**src/rtl/ahfp_cordic_vector_fixed_if.sv**
```systemverilog
// Handshake and operand/result bundle for the vectoring CORDIC.
// The master drives start and the operands. The slave returns the status and the results.
interface ahfp_cordic_vector_fixed_if;
    logic               start;
    logic signed [31:0] x_in;
    logic signed [31:0] y_in;
    logic               busy;
    logic               done;
    logic signed [31:0] theta_out;
    logic        [31:0] mag_out;

    modport master (
        output start, x_in, y_in,
        input  busy, done, theta_out, mag_out
    );

    modport slave (
        input  start, x_in, y_in,
        output busy, done, theta_out, mag_out
    );
endinterface

```
**src/rtl/ahfp_cordic_vector_fixed.sv**
```systemverilog
// Iterative vectoring-mode CORDIC that performs one micro-rotation per clock.
// It returns atan2(y, x) and the gain-scaled magnitude, both in Q3.29.
module ahfp_cordic_vector_fixed #(
    parameter int N = 10
) (
    input  logic                        clk,
    input  logic                        rst,
    ahfp_cordic_vector_fixed_if.slave   bus
);

    localparam logic signed [31:0] HALF_PI = 32'sh3243F6A8;

    typedef enum logic [1:0] {IDLE, ITER, DONE} state_t;

    state_t             state;
    state_t             state_next;
    logic [3:0]         iter;
    logic signed [31:0] x;
    logic signed [31:0] y;
    logic signed [31:0] z;
    logic signed [31:0] x_step;
    logic signed [31:0] y_step;
    logic signed [31:0] z_step;
    logic signed [31:0] atan_i;
    logic               zero_vec;
    logic               load;
    logic               last;

    assign load = ((state == IDLE) || (state == DONE)) && bus.start;
    assign last = (iter == 4'(N - 1));

    always_comb begin
        atan_i = '0;
        case (iter)
            4'd0:    atan_i = 32'sh1921fb60;
            4'd1:    atan_i = 32'sh0ed63380;
            4'd2:    atan_i = 32'sh07d6dd80;
            4'd3:    atan_i = 32'sh03fab754;
            4'd4:    atan_i = 32'sh01ff55bc;
            4'd5:    atan_i = 32'sh00ffeaae;
            4'd6:    atan_i = 32'sh007ffd55;
            4'd7:    atan_i = 32'sh003fffaa;
            4'd8:    atan_i = 32'sh001ffff5;
            4'd9:    atan_i = 32'sh000ffffe;
            default: atan_i = '0;
        endcase
    end

    // Each micro-rotation drives y toward zero and accumulates the applied angle in z.
    always_comb begin
        if (!y[31]) begin
            x_step = x + (y >>> iter);
            y_step = y - (x >>> iter);
            z_step = z + atan_i;
        end else begin
            x_step = x - (y >>> iter);
            y_step = y + (x >>> iter);
            z_step = z - atan_i;
        end
    end

    always_ff @(posedge clk or posedge rst) begin
        if (rst) begin
            state <= IDLE;
        end else begin
            state <= state_next;
        end
    end

    always_comb begin
        state_next = state;
        case (state)
            IDLE:    if (bus.start) state_next = ITER;
            ITER:    if (last) state_next = DONE;
            DONE:    state_next = bus.start ? ITER : IDLE;
            default: state_next = IDLE;
        endcase
    end

    always_comb begin
        bus.busy = (state != IDLE);
        bus.done = (state == DONE);
    end

    // The load pre-rotation folds the left half-plane into the convergence range of +/-1.74 rad.
    always_ff @(posedge clk or posedge rst) begin
        if (rst) begin
            iter          <= '0;
            x             <= '0;
            y             <= '0;
            z             <= '0;
            zero_vec      <= 1'b0;
            bus.theta_out <= '0;
            bus.mag_out   <= '0;
        end else if (load) begin
            iter     <= '0;
            zero_vec <= (bus.x_in == '0) && (bus.y_in == '0);
            if (!bus.x_in[31]) begin
                x <= bus.x_in;
                y <= bus.y_in;
                z <= '0;
            end else if (!bus.y_in[31]) begin
                x <= bus.y_in;
                y <= -bus.x_in;
                z <= HALF_PI;
            end else begin
                x <= -bus.y_in;
                y <= bus.x_in;
                z <= -HALF_PI;
            end
        end else if (state == ITER) begin
            x <= x_step;
            y <= y_step;
            z <= z_step;
            if (last) begin
                bus.theta_out <= zero_vec ? '0 : z_step;
                bus.mag_out   <= zero_vec ? '0 : x_step;
            end else begin
                iter <= iter + 4'd1;
            end
        end
    end

endmodule

```
**src/flat_wrapper.sv**
```systemverilog
// flat-port wrapper written by rule: the top's interface ports become plain ports
module ahfp_cordic_vector_fixed_flat 
#(
    parameter int N = 10
)
  (clk, rst, bus_start, bus_x_in, bus_y_in, bus_busy, bus_done, bus_theta_out, bus_mag_out);
  ahfp_cordic_vector_fixed_if bus_i ();
  input  logic clk;
  input  logic rst;
  input wire logic [$bits(bus_i.start)-1:0] bus_start;
  input wire logic [$bits(bus_i.x_in)-1:0] bus_x_in;
  input wire logic [$bits(bus_i.y_in)-1:0] bus_y_in;
  output wire logic [$bits(bus_i.busy)-1:0] bus_busy;
  output wire logic [$bits(bus_i.done)-1:0] bus_done;
  output wire logic [$bits(bus_i.theta_out)-1:0] bus_theta_out;
  output wire logic [$bits(bus_i.mag_out)-1:0] bus_mag_out;
  assign bus_i.start = bus_start;
  assign bus_i.x_in = bus_x_in;
  assign bus_i.y_in = bus_y_in;
  assign bus_busy = bus_i.busy;
  assign bus_done = bus_i.done;
  assign bus_theta_out = bus_i.theta_out;
  assign bus_mag_out = bus_i.mag_out;
  ahfp_cordic_vector_fixed #(.N(N)) u_core (.clk(clk), .rst(rst), .bus(bus_i));
endmodule
```
**config.mk**
```make
export PLATFORM = sky130hd
export DESIGN_NAME = ahfp_cordic_vector_fixed_flat
export DESIGN_NICKNAME = d
export VERILOG_FILES = /design/src/rtl/ahfp_cordic_vector_fixed_if.sv /design/src/rtl/ahfp_cordic_vector_fixed.sv /design/src/flat_wrapper.sv
export SDC_FILE = /design/constraint.sdc
export NUM_CORES = 1
export LEC_CHECK = 0
export BUFFER_PORTS_ARGS = -buffer_cell sky130_fd_sc_hd__buf_2
export CAP_MARGIN = 20
export CORE_MARGIN = 8
export CORE_UTILIZATION = 35
export CTS_BUF_LIST = sky130_fd_sc_hd__clkbuf_8
export DETAILED_ROUTE_END_ITERATION = 8
export PLACE_DENSITY = 0.47
export SLEW_MARGIN = 20
export SYNTH_ARGS = -nofsm -noshare
export SYNTH_HDL_FRONTEND = slang
export SYNTH_SLANG_ARGS = --single-unit
```
**constraint.sdc**
```tcl
create_clock -name clk -period 7.47 [get_ports clk]
set_input_delay 1.494 -clock clk [delete_from_list [all_inputs] [get_ports clk]]
set_output_delay 1.494 -clock clk [all_outputs]
set_load 0.02 [all_outputs]
```
# [After elaboration in Yosys (flattened, before gate mapping)]
# Memory sizes are Yosys's and may differ from the RTL's.
# Cells that the tools add are included.
[totals] register_bits=167 rom_bits=464 n_memories=1 out_inout_bits=66
[mem_list] name="(name not given)" depth=16 width=29 read_ports=1 rd_clocked_by_memory_dff=0 write_ports=0 line_no="ahfp_cordic_vector_fixed.sv:34" text="case (iter)"
[op_classes] mux=24 n_addsub=9 n_bitwise=1 reduce_logical=11 n_eq_ne=6 shift=2
[op_table] op="$mux 32" count=17
[op_table] op="$add 32x32->32" count=3
[op_table] op="$sub 32x32->32" count=3
[op_table] op="$logic_not 32->1" count=2
[op_table] op="$neg 32->32" count=2
[op_table] op="$sshr 32x4->32" count=2
[op_table] op="$mux 4" count=3
[op_table] op="$pmux 2 s3" count=1
[op_table] op="$add 4x1->4 const B" count=1
[op_table] op="$eq 4x4->1 const B" count=1
[op_table] op="$mux 2" count=2
[op_table] op="$ne 2x1->1 const B" count=2
[op_table] op="$reduce_and 2->1" count=2
[op_table] op="$reduce_bool 2->1" count=2
[op_table] op="$reduce_and 3->1" count=1
[op_table] op="$eq 2x1->1 const B" count=1
[op_table] op="$eq 2x2->1 const B" count=1
[op_table] op="$logic_and 1x1->1" count=2
[op_table] op="$logic_not 2->1" count=1
[op_table] op="$ne 2x2->1 const B" count=1
[op_table] op="$logic_or 1x1->1" count=1
[op_table] op="$mux 1" count=1
[op_table] op="$not 1->1" count=1

# [Depth between registers and ports, before layout]
[logic_depth] word_depth=5 depth_mapped=30 depth_no_buf=24

# [Worst setup path after synthesis]
# OpenSTA, ideal clock, no wires.
[synth_timing] path_kind="reg-to-reg" from="register u_core.iter[0]" to="register u_core.z[30]" setup_time_ns=0.146 t_arrival_ns=5.995 setup_slack_ns=1.329 stages_incl_launch_ff=29 cell_sequence="dfrtp_1 > buf_6 > clkbuf_2 > inv_2 > clkbuf_1 > buf_1 > buf_1 > ha_1 > nand2_1 > o21ai_0 > inv_1 > ha_1 > and3_1 > nand3_1 > nand3b_1 > a21oi_1 > a31o_2 > xor2_1 > ha_1 > a21o_1 > a21o_1 > a21oi_1 > o211ai_1 > a221o_1 > a31oi_1 > o21ai_0 > a221oi_1 > xor2_1 > o211ai_1"
[synth_between] elab_chain_cells=5 elab_cells_between_ends=6 cone_classes="2 x add/sub; 3 x mux; 1 x memory"
[synth_rtl] element="start, declared" line_no="ahfp_cordic_vector_fixed.sv:17" text="logic [3:0] iter;"
[synth_rtl] element="start signal, assigned" line_no="ahfp_cordic_vector_fixed.sv:119" text="iter <= iter + 4'd1;"
[synth_rtl] element="$mem_v2 16x29 (*)"
[synth_rtl] element="$add 32x32->32 / $sub 32x32->32 (equally long branches)" line_no="ahfp_cordic_vector_fixed.sv:54, ahfp_cordic_vector_fixed.sv:58"
[synth_rtl] element="$mux 32 (*)" line_no="ahfp_cordic_vector_fixed.sv:51" text="if (!y[31]) begin"
[synth_rtl] element="$mux 32 (*)" line_no="ahfp_cordic_vector_fixed.sv:111" text="end else if (state == ITER) begin"
[synth_rtl] element="$mux 32 (*)" line_no="ahfp_cordic_vector_fixed.sv:95" text="end else if (load) begin"
[synth_rtl] element="end signal, assigned" line_no="ahfp_cordic_vector_fixed.sv:109" text="z <= -HALF_PI;"
[synth_rtl] element="end signal, assigned" line_no="ahfp_cordic_vector_fixed.sv:114" text="z <= z_step;"
[synth_rtl] element="end, declared" line_no="ahfp_cordic_vector_fixed.sv:20" text="logic signed [31:0] z;"
# Mark *: on every way between the ends. The rest lies on a longest branch, timed or not. The select of a mux whose other input is x is not followed.
# A chain may end at the register's enable or synchronous reset.

# [Final worst setup path]
[layout_timing] from="register u_core.iter[1]" to="register u_core.z[30]"
# The elaborated chain is that of the path after synthesis.

==> results.yml <==
worst_hold_path:
  min_path_cells: 2
  min_to: "u_core.bus.mag_out[1]"
  hold_start: "u_core.bus.mag_out[1]"
  hp-class: "reg -> reg"
floorplanning:
  dieWidth_um: 250
  ios: 133
  dieArea_sq_mm: 0.0627
  rows: 86
  initial_core_util_pct: 35.1
  coreArea_sq_mm: 0.0548
  die_h_um: 250
clock_network:
  cts_root_buffer: "clkbuf_8"
  cts-resized-gates: 0
  worstSkewPairLatency_ns: 0.58
  htree_levels: 4
  post_cts_buffers: 0
  cts-hold-fix-buffers: 0
  cts_tree: "done"
  cts.sinks: 167
  cts.clk_slew.worst_paths_ns: 0.12
  cts_buffers: 17
  clk_path_buf_depth: 2
yosys:
  yosysMostFrequentCell: "nand2_1"
  synth.avg_cell_area_sq_um: 8.12
  synth_area_sq_mm: 0.0192
  yosys.area.top_type: "dfrtp_1"
  synth_top_area_share_pct: 21.7
  syn-num-nets: 2553
  synth-edff-count: 0
  synth-seq-area-share_pct: 21.7
  synth.top_cells.by_count: "nand2_1 (234), nor2_1 (219), a21oi_1 (205)"
  synth_cell_types: 98
  synth_ff_type: "dfrtp_1"
  async_flop_share_pct: 100
  netlist_instances: 2370
  ys_warn_count: 0
  synth_area_leaders: "dfrtp_1 (22%), ha_1 (7.3%), mux4_2 (6.2%)"
  ys_ff_latch: 167
layout:
  final_nets: 2579
  postLayoutCellArea_sq_mm: 0.0208
  area_growth_pct: 8.11
  drive_gt1_share_pct: 13.9
sta:
  setup_violations: 0
  rsz0062_at_grt: "no"
  fin_crit_ns: 7.03
  hold_viol: 0
  worst_pin_slew_ns: 1.02
  max_freq_mhz: 142
  final_max_slew_viol_count: 0
  slew_headroom_pct: 31.2
  finalCritPeriodShare_pct: 94.1
  fin_skew_ns: 0.0236
  tns_ns: 0
drt:
  ant_nets: 0
  wl_per_cell_um: 23.9
  drc: 0
  drt-initial-drc-count: 1573
  drt-total-wl_um: 74400
  dr.pass1.iters: 6
  vias: 18700
  via_per_inst: 6.02
worst_setup_path:
  arrival_ns: 7.45
  rrSetupSlack_ns: 0.44
  endpoint_kind: "flip-flop"
  crit_buf_inv: 2
  worstReg2RegEnd: "u_core.z[30]"
  worst-r2r-cell-count: 21
  setup.worst_path.class: "reg -> reg"
  crit_path_start_kind: "flip-flop"
  critPathMaxFanout: 31
  cp_data_required_time_ns: 7.89
  cp_slowest_cell: "dfrtp_4"
  cp_cell_sequence: "buf_4 -> buf_4 -> ha_1 -> nor2_1 -> nor2_1 -> and3_1 -> nand3_1 -> nand3b_1 -> o21a_1 -> xnor2_1 -> ha_1 -> nand4_1 -> nor3_1 -> o311ai_0 -> o211ai_1 -> a221o_1 -> a31oi_1 -> o21ai_0 -> a221oi_1 -> xor2_1 -> o211ai_1"
  crit_family: "compound AO/OA/AOI/OAI gates"
  reg2reg_from: "u_core.iter[1]"
  cpPeakStageDelay_ns: 0.75
grt:
  antenna_found_initial: 1
  grt_max_degree: 95
  grt_pass1_vias: 18100
  grt_pass1_wl_um: 114000
  overflow: 0
  grt_use_total_pct: 23.2
placement:
  placed_area_sq_mm: 0.0204
  routabilityCongestion: 0.924
  hpwlAfterDp_um: 57000
  port_buffers: 132
outcome:
  outcome: "finished, final reports clean"
flow_run:
  max_cap_viol_count: 0
worst max-delay path by stage:
stage,slack (ns),endpoint,cells after the start,start
floorplan,1.33,u_core.z[30],28,u_core.iter[0]
global placement,0.67,u_core.z[30],21,u_core.iter[1]
detailed placement,0.69,u_core.z[30],21,u_core.iter[1]
CTS,0.62,u_core.z[30],21,u_core.iter[1]
global route,0.20,u_core.z[30],21,u_core.iter[1]
finish,0.44,u_core.z[30],21,u_core.iter[1]
layout by cell type (no fill, tap or decap), types with 10 or more instances in the layout:
cell type	n
nand2_1	234
nor2_1	217
a21oi_1	205
o21ai_0	176
dfrtp_1	162
buf_2	131
xnor2_1	115
ha_1	113
xor2_1	89
a21o_1	61
mux2i_1	55
mux4_2	53
nand3_1	52
inv_1	51
a22o_1	51
a211oi_1	39
a31oi_1	37
o31ai_1	35
buf_4	34
nor3_1	29
o21a_1	27
mux2_2	26
or3_1	24
a221o_1	24
nor2b_1	20
a22oi_1	19
nand2b_1	18
and3_1	17
and2_1	17
nor4_1	17
clkbuf_8	17
o211ai_1	16
o22ai_1	16
or2_2	13
nand4_1	10
o21bai_1	10
flip-flops by register name, indices dropped and copies added, names as in the netlist:
register	cells
u_core.state	2
u_core.z	32
u_core.y	32
u_core.x	32
u_core.iter	4
u_core.zero_vec	1
u_core.bus.theta_out	32
u_core.bus.mag_out	32
routing by layer:
layer	routed length [um]	global-route usage [%]
met2	35400	38.9
met4	3820	12.0
met3	3170	2.80
met5	0	0
met1	32100	29.3
through the flow:
| stage | hold slack, ns | setup WS, ns | instances | util (%) |
|---|---|---|---|---|
| after global routing | 0.508 | 0.203 | 3113 | 38.0 |
| after floorplan | 0.456 | 1.33 | 2370 | - |
| final | 0.490 | 0.439 | 3114 | 38.0 |
| after detailed placement | 0.465 | 0.688 | 3081 | 37.3 |
| after global placement | 0.461 | 0.674 | 3080 | 37.3 |
| after CTS | 0.495 | 0.622 | 3113 | 38.0 |
worst register-to-register path: stages, from the launching register on:
cell	delay [ns]
dfrtp_4	0.75
buf_4	0.36
buf_4	0.34
ha_1	0.21
nor2_1	0.04
nor2_1	0.20
and3_1	0.22
nand3_1	0.09
nand3b_1	0.20
o21a_1	0.43
xnor2_1	0.24
ha_1	0.45
nand4_1	0.24
nor3_1	0.70
o311ai_0	0.50
o211ai_1	0.36
a221o_1	0.26
a31oi_1	0.15
o21ai_0	0.51
a221oi_1	0.22
xor2_1	0.29
o211ai_1	0.12
final cells by class:
cell class,count,area (sq um)
diodes,1,2.50
clock buffers,17,234
clock inverters,15,135
fillers,5698,34000
inverters,56,218
multi-input cells,1987,14200
flip-flops and latches,167,4190
well taps,704,881
repair buffers,167,942
cells by family (layout without fill, tap and decap cells):
logic type / after synthesis / in the layout / synth area share [%]
buf+inv: 216 / 255 / 4.77
xor+xnor: 205 / 205 / 9.37
mux: 140 / 140 / 11.2
other cells: 0 / 1 / 0
fa+ha+maj: 116 / 116 / 7.66
flops: 167 / 167 / 21.7
simple gates: 716 / 716 / 17.6
compound gates: 810 / 810 / 27.7
Power is not shown: default switching activity piles up to over one toggle a cycle in this logic, so the estimate is an artifact.
